**config.mk**
```make
export PLATFORM = sky130hd
export DESIGN_NAME = calc_ctrl_fsm_flat
export DESIGN_NICKNAME = d
export VERILOG_FILES = /design/src/rtl/calc_ctrl_fsm_if.sv /design/src/rtl/calc_ctrl_fsm.sv /design/src/flat_wrapper.sv
export SDC_FILE = /design/constraint.sdc
export NUM_CORES = 1
export LEC_CHECK = 0
export CAP_MARGIN = 25
export CELL_PAD_IN_SITES_DETAIL_PLACEMENT = 0
export CELL_PAD_IN_SITES_GLOBAL_PLACEMENT = 2
export CORE_AREA = 3 3 139 141
export CTS_BUF_LIST = sky130_fd_sc_hd__clkbuf_4
export DETAILED_ROUTE_END_ITERATION = 8
export DIE_AREA = 0 0 142 144
export PLACE_DENSITY = 0.78
export SLEW_MARGIN = 20
export SYNTH_ARGS = -nofsm -noshare
export SYNTH_HDL_FRONTEND = slang
export SYNTH_SLANG_ARGS = --single-unit
```
**constraint.sdc**
```tcl
create_clock -name clk -period 2.61 [get_ports clk]
set_input_delay 0.522 -clock clk [delete_from_list [all_inputs] [get_ports clk]]
set_output_delay 0.522 -clock clk [all_outputs]
set_load 0.05 [all_outputs]
```
**src/rtl/calc_ctrl_fsm_if.sv**
```systemverilog
// Keypad/ALU/display bundle for the calculator controller.
// master: the controller (consumes keys and ALU results, drives ALU operands and display).
// slave : the environment side (keypad decoder, ALU, display driver).
// Signals:
//   key_valid/key_code      keypad strobe and code (0-9 digit, A =, B AC, C-F operators)
//   alu_res/alu_done/alu_err ALU result, result-valid pulse, error qualifier
//   alu_a/alu_b/alu_op      ALU operands and operator, alu_start launch pulse
//   display                 BCD value for the display driver
//   busy/err                waiting on the ALU / error state
interface calc_ctrl_fsm_if #(
    parameter int unsigned DIGITS = 4
);
    localparam int unsigned W = 4 * DIGITS;

    logic         key_valid;
    logic [3:0]   key_code;
    logic [W-1:0] alu_res;
    logic         alu_done;
    logic         alu_err;
    logic [W-1:0] alu_a;
    logic [W-1:0] alu_b;
    logic [3:0]   alu_op;
    logic         alu_start;
    logic [W-1:0] display;
    logic         busy;
    logic         err;

    modport master (
        input  key_valid, key_code, alu_res, alu_done, alu_err,
        output alu_a, alu_b, alu_op, alu_start, display, busy, err
    );

    modport slave (
        output key_valid, key_code, alu_res, alu_done, alu_err,
        input  alu_a, alu_b, alu_op, alu_start, display, busy, err
    );
endinterface

```
**src/rtl/calc_ctrl_fsm.sv**
```systemverilog
// Keypad-to-ALU controller for the calculator.
// Builds two BCD operands from keypad codes, launches the ALU with a start/done handshake,
// supports chained operators, repeat-equals, an ALU timeout and an error state.
// Ports:
//   clk  system clock, rising edge
//   rst  synchronous active-high reset
//   bus  calc_ctrl_fsm_if.master: keypad inputs, ALU handshake, display/busy/err outputs
module calc_ctrl_fsm #(
    parameter int unsigned DIGITS      = 4,
    parameter int unsigned ALU_TIMEOUT = 255
) (
    input  logic           clk,
    input  logic           rst,
    calc_ctrl_fsm_if.master bus
);
    localparam int unsigned W  = 4 * DIGITS;
    localparam int unsigned CW = $clog2(DIGITS + 1);
    localparam int unsigned TW = (ALU_TIMEOUT > 1) ? $clog2(ALU_TIMEOUT) : 1;

    localparam logic [3:0] KeyEq = 4'hA;
    localparam logic [3:0] KeyAc = 4'hB;

    typedef enum logic [2:0] {StEnterA, StEnterB, StWaitAlu, StShowRes, StError} state_e;

    state_e        state_q, state_d;
    logic [W-1:0]  a_q, a_d, b_q, b_d, res_q, res_d, display_q, display_d;
    logic [CW-1:0] cnt_a_q, cnt_a_d, cnt_b_q, cnt_b_d;
    logic [3:0]    op_q, op_d, pend_q, pend_d;
    logic          chain_q, chain_d;
    logic [TW-1:0] tmo_q, tmo_d;
    logic          start_q, start_d;
    logic          busy_q, err_q;

    logic key_dig, key_op, key_eq, key_ac;
    logic a_take, b_take;
    logic launch, clear_all;

    assign key_dig = bus.key_valid && (bus.key_code <= 4'd9);
    assign key_op  = bus.key_valid && (bus.key_code >= 4'hC);
    assign key_eq  = bus.key_valid && (bus.key_code == KeyEq);
    assign key_ac  = bus.key_valid && (bus.key_code == KeyAc);

    // Digit accepted while there is room; a zero into an empty operand is a leading zero
    assign a_take = (cnt_a_q < CW'(DIGITS)) && !((a_q == '0) && (bus.key_code == 4'd0));
    assign b_take = (cnt_b_q < CW'(DIGITS)) && !((b_q == '0) && (bus.key_code == 4'd0));

    always_comb begin
        state_d   = state_q;
        a_d       = a_q;
        b_d       = b_q;
        res_d     = res_q;
        cnt_a_d   = cnt_a_q;
        cnt_b_d   = cnt_b_q;
        op_d      = op_q;
        pend_d    = pend_q;
        chain_d   = chain_q;
        tmo_d     = tmo_q;
        launch    = 1'b0;
        clear_all = 1'b0;

        unique case (state_q)
            StEnterA: begin
                if (key_dig) begin
                    if (a_take) begin
                        a_d     = W'({a_q, bus.key_code});
                        cnt_a_d = cnt_a_q + CW'(1);
                    end
                end else if (key_op) begin
                    op_d    = bus.key_code;
                    b_d     = '0;
                    cnt_b_d = '0;
                    state_d = StEnterB;
                end else if (key_ac) begin
                    a_d     = '0;
                    cnt_a_d = '0;
                end
            end
            StEnterB: begin
                if (key_dig) begin
                    if (b_take) begin
                        b_d     = W'({b_q, bus.key_code});
                        cnt_b_d = cnt_b_q + CW'(1);
                    end
                end else if (key_op) begin
                    if (cnt_b_q == '0) begin
                        op_d = bus.key_code;
                    end else begin
                        pend_d  = bus.key_code;
                        chain_d = 1'b1;
                        launch  = 1'b1;
                    end
                end else if (key_eq) begin
                    if (cnt_b_q != '0) begin
                        chain_d = 1'b0;
                        launch  = 1'b1;
                    end
                end else if (key_ac) begin
                    if (cnt_b_q != '0) begin
                        b_d     = '0;
                        cnt_b_d = '0;
                    end else begin
                        clear_all = 1'b1;
                    end
                end
            end
            StWaitAlu: begin
                // Abort beats a same-cycle done; done in the start cycle is ignored
                if (key_ac) begin
                    clear_all = 1'b1;
                end else if (bus.alu_done && !start_q) begin
                    if (bus.alu_err) begin
                        state_d = StError;
                    end else if (chain_q) begin
                        a_d     = bus.alu_res;
                        op_d    = pend_q;
                        b_d     = '0;
                        cnt_b_d = '0;
                        state_d = StEnterB;
                    end else begin
                        res_d   = bus.alu_res;
                        state_d = StShowRes;
                    end
                end else if (tmo_q == TW'(ALU_TIMEOUT - 1)) begin
                    state_d = StError;
                end else begin
                    tmo_d = tmo_q + TW'(1);
                end
            end
            StShowRes: begin
                if (key_dig) begin
                    a_d     = W'(bus.key_code);
                    cnt_a_d = (bus.key_code != 4'd0) ? CW'(1) : '0;
                    state_d = StEnterA;
                end else if (key_op) begin
                    a_d     = res_q;
                    op_d    = bus.key_code;
                    b_d     = '0;
                    cnt_b_d = '0;
                    state_d = StEnterB;
                end else if (key_eq) begin
                    // Repeat-equals: previous b and operator are reused
                    a_d     = res_q;
                    chain_d = 1'b0;
                    launch  = 1'b1;
                end else if (key_ac) begin
                    clear_all = 1'b1;
                end
            end
            StError: begin
                if (key_ac) begin
                    clear_all = 1'b1;
                end
            end
            default: clear_all = 1'b1;
        endcase

        // The last result survives a clear
        if (clear_all) begin
            a_d     = '0;
            b_d     = '0;
            cnt_a_d = '0;
            cnt_b_d = '0;
            op_d    = '0;
            pend_d  = '0;
            chain_d = 1'b0;
            state_d = StEnterA;
        end

        if (launch) begin
            tmo_d   = '0;
            state_d = StWaitAlu;
        end
        start_d = launch;

        unique case (state_d)
            StEnterA:  display_d = a_d;
            StEnterB:  display_d = (cnt_b_d == '0) ? a_d : b_d;
            StShowRes: display_d = res_d;
            StError:   display_d = {DIGITS{4'hE}};
            default:   display_d = display_q;
        endcase
    end

    always_ff @(posedge clk) begin
        if (rst) begin
            state_q   <= StEnterA;
            a_q       <= '0;
            b_q       <= '0;
            res_q     <= '0;
            cnt_a_q   <= '0;
            cnt_b_q   <= '0;
            op_q      <= '0;
            pend_q    <= '0;
            chain_q   <= 1'b0;
            tmo_q     <= '0;
            start_q   <= 1'b0;
            display_q <= '0;
            busy_q    <= 1'b0;
            err_q     <= 1'b0;
        end else begin
            state_q   <= state_d;
            a_q       <= a_d;
            b_q       <= b_d;
            res_q     <= res_d;
            cnt_a_q   <= cnt_a_d;
            cnt_b_q   <= cnt_b_d;
            op_q      <= op_d;
            pend_q    <= pend_d;
            chain_q   <= chain_d;
            tmo_q     <= tmo_d;
            start_q   <= start_d;
            display_q <= display_d;
            busy_q    <= (state_d == StWaitAlu);
            err_q     <= (state_d == StError);
        end
    end

    // Operand registers double as the ALU operand outputs; they cannot change in WAIT_ALU
    assign bus.alu_a     = a_q;
    assign bus.alu_b     = b_q;
    assign bus.alu_op    = op_q;
    assign bus.alu_start = start_q;
    assign bus.display   = display_q;
    assign bus.busy      = busy_q;
    assign bus.err       = err_q;
endmodule
```
**src/flat_wrapper.sv**
```systemverilog
// flat-port wrapper written by rule: the top's interface ports become plain ports
module calc_ctrl_fsm_flat 
#(
    parameter int unsigned DIGITS      = 4,
    parameter int unsigned ALU_TIMEOUT = 255
)
  (clk, rst, bus_key_valid, bus_key_code, bus_alu_res, bus_alu_done, bus_alu_err, bus_alu_a, bus_alu_b, bus_alu_op, bus_alu_start, bus_display, bus_busy, bus_err);
  calc_ctrl_fsm_if #(.DIGITS(DIGITS)) bus_i ();
  input  logic clk;
  input  logic rst;
  input wire logic [$bits(bus_i.key_valid)-1:0] bus_key_valid;
  input wire logic [$bits(bus_i.key_code)-1:0] bus_key_code;
  input wire logic [$bits(bus_i.alu_res)-1:0] bus_alu_res;
  input wire logic [$bits(bus_i.alu_done)-1:0] bus_alu_done;
  input wire logic [$bits(bus_i.alu_err)-1:0] bus_alu_err;
  output wire logic [$bits(bus_i.alu_a)-1:0] bus_alu_a;
  output wire logic [$bits(bus_i.alu_b)-1:0] bus_alu_b;
  output wire logic [$bits(bus_i.alu_op)-1:0] bus_alu_op;
  output wire logic [$bits(bus_i.alu_start)-1:0] bus_alu_start;
  output wire logic [$bits(bus_i.display)-1:0] bus_display;
  output wire logic [$bits(bus_i.busy)-1:0] bus_busy;
  output wire logic [$bits(bus_i.err)-1:0] bus_err;
  assign bus_i.key_valid = bus_key_valid;
  assign bus_i.key_code = bus_key_code;
  assign bus_i.alu_res = bus_alu_res;
  assign bus_i.alu_done = bus_alu_done;
  assign bus_i.alu_err = bus_alu_err;
  assign bus_alu_a = bus_i.alu_a;
  assign bus_alu_b = bus_i.alu_b;
  assign bus_alu_op = bus_i.alu_op;
  assign bus_alu_start = bus_i.alu_start;
  assign bus_display = bus_i.display;
  assign bus_busy = bus_i.busy;
  assign bus_err = bus_i.err;
  calc_ctrl_fsm #(.DIGITS(DIGITS), .ALU_TIMEOUT(ALU_TIMEOUT)) u_core (.clk(clk), .rst(rst), .bus(bus_i));
endmodule
```
* After elaboration in Yosys (flattened, before gate mapping) *
Cells that the tools add are included.
W data, S select, Z words.

storage, ports and cells
  output and inout port bits = 55
  logic and storage cells = 194
  flip-flop bits (word level) = 93
  bits of input ports = 25

operators by class
  reductions and logical operators = 34
  bitwise logic cells = 5
  order comparisons = 4
  $add $sub $neg = 3
  eq/ne operators = 30
  muxes and demuxes = 104

operator list
  cell                   number
  $mux W16               31
  $pmux W16 S3           2
  $mux W3                27
  $pmux W16 S4           1
  $mux W4                9
  $logic_not A16 Y1      2
  $mux W1                26
  $pmux W3 S3            2
  $ne A2 B1 Y1 const B   7
  $eq A3 B2 Y1 const B   4
  $logic_not A3 Y1       4
  $ne A2 B2 Y1 const B   6
  $pmux W4 S3            1
  $reduce_and A10 Y1     1
  $logic_and A1 B1 Y1    9
  $ne A3 B1 Y1 const B   3
  $add A8 B1 Y8 const B  1
  $eq A4 B4 Y1 const B   2
  $eq A8 B8 Y1 const B   1
  $reduce_and A4 Y1      2
  $reduce_and A8 Y1      1
  $reduce_bool A4 Y1     2
  $reduce_or A2 Y1       4
  $add A3 B1 Y3 const B  2
  other kinds (17)       30

* Logic depth before layout (Yosys ltp) *
  depth after elaboration = 11
  gate-level depth with buffers = 13
  mapped depth without buffers = 10

* Worst setup path before layout *
OpenSTA, ideal clock, no wires.

  kind = input to register
  start point = input port bus_key_code[0]
  end point = register u_core.display_q[0], in the netlist u_core.bus.display[0]
  required time = 2.488 ns
  library setup time = 0.122 ns
  arrival = 2.436 ns
  path slack = 0.052 ns
  stages = 11
  buffers on the path = 3
  cells stage by stage = buf_4 > nand2_1 > nor2_2 > o211a_1 > buf_2 > or3_4 > o21a_1 > buf_6 > a21oi_4 > nor2_1 > a221o_1

between the ends
  cells in the longest elaborated chain, start to end = 11
  elaborated cells on any way between the ends = 78
  classes of those cells = order compare (2); eq/ne (5); mux (57); reduce/logical (14)

RTL lines
  item                                                RTL line                                                          text
  start, declared                                     flat_wrapper.sv:12                                                input wire logic [$bits(bus_i.key_code)-1:0] bus_key_code;
  $eq A4 B4 Y1 or $logic_not A4 Y1 (tied branches)    calc_ctrl_fsm.sv:41, calc_ctrl_fsm.sv:44, calc_ctrl_fsm.sv:45
  $logic_and A1 B1 Y1 (on tied branches)              calc_ctrl_fsm.sv:41, calc_ctrl_fsm.sv:45
  $mux W1, or another cell as far along               calc_ctrl_fsm.sv:108, calc_ctrl_fsm.sv:145, calc_ctrl_fsm.sv:150
  $mux W1, or another cell as far along               calc_ctrl_fsm.sv:140                                              end else if (key_eq) begin
  $mux W1, or another cell as far along               calc_ctrl_fsm.sv:134                                              end else if (key_op) begin
  $mux W1, or another cell as far along               calc_ctrl_fsm.sv:130                                              if (key_dig) begin
  $pmux W1 S4 or $pmux W3 S3 (tied branches)          calc_ctrl_fsm.sv:61                                               unique case (state_q)
  $mux W3                                             calc_ctrl_fsm.sv:158                                              if (clear_all) begin
  $mux W3 or $logic_not A3 Y1 (tied branches)         calc_ctrl_fsm.sv:169, calc_ctrl_fsm.sv:177
  $eq A3 B3 Y1, or another cell as far along          calc_ctrl_fsm.sv:175                                              unique case (state_d)
  $pmux W16 S4 or $reduce_bool A4 Y1 (tied branches)  -
  end signal, assigned                                calc_ctrl_fsm.sv:212                                              display_q <= display_d;
  end, declared                                       calc_ctrl_fsm.sv:26                                               logic [W-1:0] a_q, a_d, b_q, b_d, res_q, res_d, display_q, display_d;

Parallel ways exist; a longest one is shown, timed or not.
A chain may end at the register's enable or synchronous reset.

* Worst setup path in the final report *
  start point = register u_core.state_q[2]
  end point = register u_core.display_q[12], in the netlist u_core.bus.display[12]

between the ends
  cells in the longest elaborated chain, start to end = 8
  elaborated cells on any way between the ends = 33
  classes of those cells = eq/ne (7); mux (20); reduce/logical (6)

RTL lines
  item                                                RTL line              text
  start, declared                                     calc_ctrl_fsm.sv:25   state_e state_q, state_d;
  start signal, assigned                              calc_ctrl_fsm.sv:186  state_q <= StEnterA;
  start signal, assigned                              calc_ctrl_fsm.sv:201  state_q <= state_d;
  $mux W3                                             calc_ctrl_fsm.sv:123  end else if (tmo_q == TW'(ALU_TIMEOUT - 1)) begin
  $mux W3                                             calc_ctrl_fsm.sv:110  end else if (bus.alu_done && !start_q) begin
  $mux W3                                             calc_ctrl_fsm.sv:108  if (key_ac) begin
  $pmux W3 S3                                         calc_ctrl_fsm.sv:61
  $mux W3                                             calc_ctrl_fsm.sv:158
  $mux W3                                             calc_ctrl_fsm.sv:169  if (launch) begin
  $eq A3 B3 Y1, or another cell as far along          calc_ctrl_fsm.sv:175
  $pmux W16 S4 or $reduce_bool A4 Y1 (tied branches)  -

Parallel ways exist; a longest one is shown, timed or not.

==> qor.log <==
INFO  synth          synth.yosys.warnings=0
INFO  synth          netlist_top_cells_area=sky130_fd_sc_hd__dfxtp_1 (34%), sky130_fd_sc_hd__mux2i_1 (7.0%), sky130_fd_sc_hd__nor2_1 (6.3%)
INFO  clock_network  cts_num_sinks=93
INFO  synth          synth.most_common_cell=sky130_fd_sc_hd__dfxtp_1
INFO  cells_and_area antenna_diode_instance_count=0
INFO  synth          synth.yosys.seq_area_share=0.343
INFO  global_routing first_global_vias=6183
INFO  power_and_ir_drop design_power_total=3.67mW
INFO  synth          yosysTopAreaCell=sky130_fd_sc_hd__dfxtp_1
INFO  synth          synth_fp_nets=701
INFO  power_and_ir_drop peakVddDrop=0.000314V
INFO  synth          proportion_of_register_bits_with_asynchronous_set_or_reset_after_synthesis=0
INFO  clock_network  ctsRootBufferMaster=sky130_fd_sc_hd__clkbuf_4
INFO  die            initial_utilization=0.300
INFO  route          detailedRoute.firstIterationViolations=512
INFO  critical_path  arrival_time_of_the_worst_setup_path=2950ps
INFO  hold_path      worstHoldStart=u_core.pend_q[3]$_SDFFE_PP0P_
INFO  placement      dp_hpwl=18.1mm
INFO  global_routing gr-total-overflow=0
INFO  clock_network  cts_made_buffers=9
INFO  hold_path      holdPathStages=2
INFO  global_routing grt_first_pass_wirelength=35.8mm
INFO  timing         fmax=0.397GHz
INFO  synth          synthFlopType=sky130_fd_sc_hd__dfxtp_1
INFO  timing         fin_crit=2520ps
INFO  die            die_width=142um
INFO  timing         unrepaired_setup_endpoints_after_global_routing=yes
INFO  synth          mappedNetlistArea=0.00542sqmm
INFO  critical_path  path_max_fanout=11
INFO  clock_network  clk_transition_reported_paths=170ps
INFO  critical_path  critPathCaptureType=flop
INFO  critical_path  cp-start-kind=flop
INFO  power_and_ir_drop power.density_cell_area=455mW/mm^2
INFO  synth          synth-seq-cells=93
INFO  critical_path  rr_worst_depth=11
INFO  synth          number_of_synthesized_flops_with_an_enable_pin=0
INFO  synth          synth_cell_types=79
INFO  critical_path  reg_to_reg_startpoint=u_core.state_q[2]$_SDFF_PP0_
INFO  route          route.antenna.remaining_nets=0
INFO  timing         number_of_hold_violations_in_the_final_report=0
INFO  cells_and_area layout-area-overhead-vs-synth=48.8%
INFO  cells_and_area fin_nets=932
INFO  timing         final.hold.worst_slack=457ps
INFO  cells_and_area layout.filler_cells=1798
INFO  die            floorplan.die.height=144um
INFO  route          drt-total-wl=23.5mm
INFO  synth          post_synth_most_frequent_cells=sky130_fd_sc_hd__dfxtp_1 (93), sky130_fd_sc_hd__nor2_1 (91), sky130_fd_sc_hd__nand2_1 (69), sky130_fd_sc_hd__a21oi_1 (40), sky130_fd_sc_hd__mux2i_1 (38)
INFO  timing         slew-limit-headroom=0.651
INFO  clock_network  clock_buffer_depth=2
INFO  route          route.vias.total=6194
INFO  timing         report.final.setup_viol=0
INFO  clock_network  clkLatencyLatePin=500ps
INFO  global_routing largest_net_degree_at_the_start_of_global_routing=36
INFO  clock_network  tritoncts=done
INFO  cells_and_area finished_core_util=0.446
INFO  die            design.core.area=0.0181sqmm
INFO  critical_path  critPathKind=reg2reg
INFO  timing         slew_violations=0
INFO  die            placement_rows=49
INFO  timing         tightest_slew=521ps
INFO  placement      portBuffers=79
INFO  flow_run       max-cap-violations=0
INFO  die            design.portCount=80
INFO  global_routing antenna_found_initial=0
INFO  route          drtPass1Iterations=7
INFO  route          wl_per_cell=20.7um
INFO  synth          postSynthAreaPerCell=8.08squm
INFO  critical_path  reg2reg_setup_slack=90ps
INFO  placement      gpl.final_weighted_congestion=0.938
INFO  critical_path  worst_ep_required_time=3040ps
INFO  critical_path  endpoint_of_the_worst_register_to_register_path=u_core.bus.display[12]$_SDFFE_PP0P_
INFO  global_routing globalRouteTotalUtil=0.228
INFO  cells_and_area drive_gt1_frac=0.295
INFO  synth          synth_largest_type_area_fraction=0.343
INFO  hold_path      hold_path.class=reg2reg
INFO  clock_network  cts-htree-levels=3
INFO  route          post-route-drc-count=0
INFO  run_status     outcome=completed
INFO  synth          synth_cells=671
INFO  route          post_drt_via_cell_ratio=5.45
INFO  die            die_outline_area=0.0204sqmm
INFO  timing         final.period_utilization=0.966
INFO  timing         fin_skew=21.3ps
INFO  hold_path      hold_path_endpoint=u_core.pend_q[3]$_SDFFE_PP0P_
INFO  power_and_ir_drop leakagePower=3.41nW
## what timing repair did
item	CTS	global route
buffers inserted	5	9
setup endpoints to repair	18	17
cloned	1	0
hold endpoints to repair	0	0
hold buffers	0	0
gates resized for setup	21	35
pin swaps	9	14
## area by class of cell
| class | instances | area [sq um] | area share |
|---|---|---|---|
| tap | 229 | 287 | 0.0355 |
| clock inverter | 7 | 68.8 | 0.00853 |
| multi-input combinational | 519 | 3420 | 0.423 |
| inverter | 10 | 37.5 | 0.00465 |
| timing repair buffer | 269 | 2320 | 0.287 |
| clock buffer | 9 | 67.6 | 0.00837 |
| sequential | 93 | 1870 | 0.232 |
## state kept, by name, summed over array words and instances, names as in the netlist
register,flops
u_core.pend_q,4
u_core.res_q,16
u_core.state_q,3
u_core.bus.alu_b,16
u_core.bus.alu_a,16
u_core.bus.busy,1
u_core.cnt_b_q,3
u_core.bus.alu_op,4
u_core.tmo_q,8
u_core.bus.display,16
u_core.bus.alu_start,1
u_core.chain_q,1
u_core.cnt_a_q,3
u_core.bus.err,1
## worst max path at each step
stage,depth (start not counted),to,from
after floorplan,11,u_core.bus.display[0]$_SDFFE_PP0P_,bus_key_code[0]
after global placement,11,u_core.bus.display[4]$_SDFFE_PP0P_,bus_key_code[3]
after detailed placement,11,u_core.bus.display[4]$_SDFFE_PP0P_,bus_key_code[3]
after CTS,11,u_core.bus.display[12]$_SDFFE_PP0P_,bus_key_code[1]
after global routing,12,u_core.bus.display[10]$_SDFFE_PP0P_,u_core.bus.alu_b[0]$_SDFF_PP0_
final,11,u_core.bus.display[12]$_SDFFE_PP0P_,u_core.state_q[2]$_SDFF_PP0_
## placed cells by master, fill, tap and decap left out, types with 9 or more instances in the layout
master | netlist | routed
sky130_fd_sc_hd__a21oi_1 | 40 | 40
sky130_fd_sc_hd__dfxtp_1 | 93 | 87
sky130_fd_sc_hd__nand3_1 | 10 | 10
sky130_fd_sc_hd__o21ai_0 | 30 | 29
sky130_fd_sc_hd__nand2_1 | 69 | 69
sky130_fd_sc_hd__clkbuf_4 | 0 | 9
sky130_fd_sc_hd__a211oi_1 | 17 | 14
sky130_fd_sc_hd__and2_1 | 11 | 11
sky130_fd_sc_hd__inv_1 | 10 | 10
sky130_fd_sc_hd__nor3_1 | 17 | 17
sky130_fd_sc_hd__clkdlybuf4s50_1 | 0 | 74
sky130_fd_sc_hd__mux2i_1 | 38 | 38
sky130_fd_sc_hd__buf_4 | 5 | 176
sky130_fd_sc_hd__o21ai_1 | 11 | 11
sky130_fd_sc_hd__o22ai_1 | 17 | 16
sky130_fd_sc_hd__nor2_1 | 91 | 88
## worst max-delay path: stages, from the launching register on
cell and delay (ps):
sky130_fd_sc_hd__dfxtp_1 370, sky130_fd_sc_hd__buf_4 180, sky130_fd_sc_hd__nand4b_1 180, sky130_fd_sc_hd__a22oi_1 240, sky130_fd_sc_hd__a221oi_2 60, sky130_fd_sc_hd__buf_4 160
sky130_fd_sc_hd__or3_4 340, sky130_fd_sc_hd__buf_4 160, sky130_fd_sc_hd__nor2_4 140, sky130_fd_sc_hd__a21oi_4 80, sky130_fd_sc_hd__or3_4 330, sky130_fd_sc_hd__a211oi_2 210
## through the flow
| step | cell area [sq um] | cells | setup TNS (ps) | setup WS [ps] |
|---|---|---|---|---|
| 2_1_floorplan | 5420 | 671 | 0 | 52.1 |
| 3_3_place_gp | 7640 | 1106 | -25880 | -876 |
| 3_5_place_dp | 7640 | 1106 | -29550 | -936 |
| 4_1_cts | 7880 | 1128 | 0 | 11.4 |
| 5_1_grt | 8070 | 1136 | -430 | -73.0 |
| 6_report | 8070 | 1136 | 0 | 88.5 |
## where the power goes
| group | switching [mW] | internal (mW) |
|---|---|---|
| Clock | 0.619 | 0.220 |
| Combinational | 0.751 | 0.539 |
| Sequential | 0.0571 | 1.49 |
## layer usage
layer  up-vias  global-route usage  share of wire  wire [um]
met2       216               0.376           0.47      11000
met1      2997               0.300           0.44      10500
met4         0               0.103          0.037        879
met3        46              0.0261          0.051       1190
met5         -                   0              0          0
li1       2935                   -              -          -
## logic make-up (layout without fill, tap and decap cells)
family / after synthesis / count (layout) / share of synthesized area
AND/OR/NAND/NOR: 262 / 262 / 0.239
flip-flops: 93 / 93 / 0.343
adder cells (fa/ha/maj): 5 / 5 / 0.0115
XOR/XNOR: 6 / 6 / 0.00969
buffers and inverters: 59 / 295 / 0.0540
AO/OA/AOI/OAI: 207 / 207 / 0.270
multiplexers: 39 / 39 / 0.0722
No activity file was read; power rests on OpenSTA's default activity.
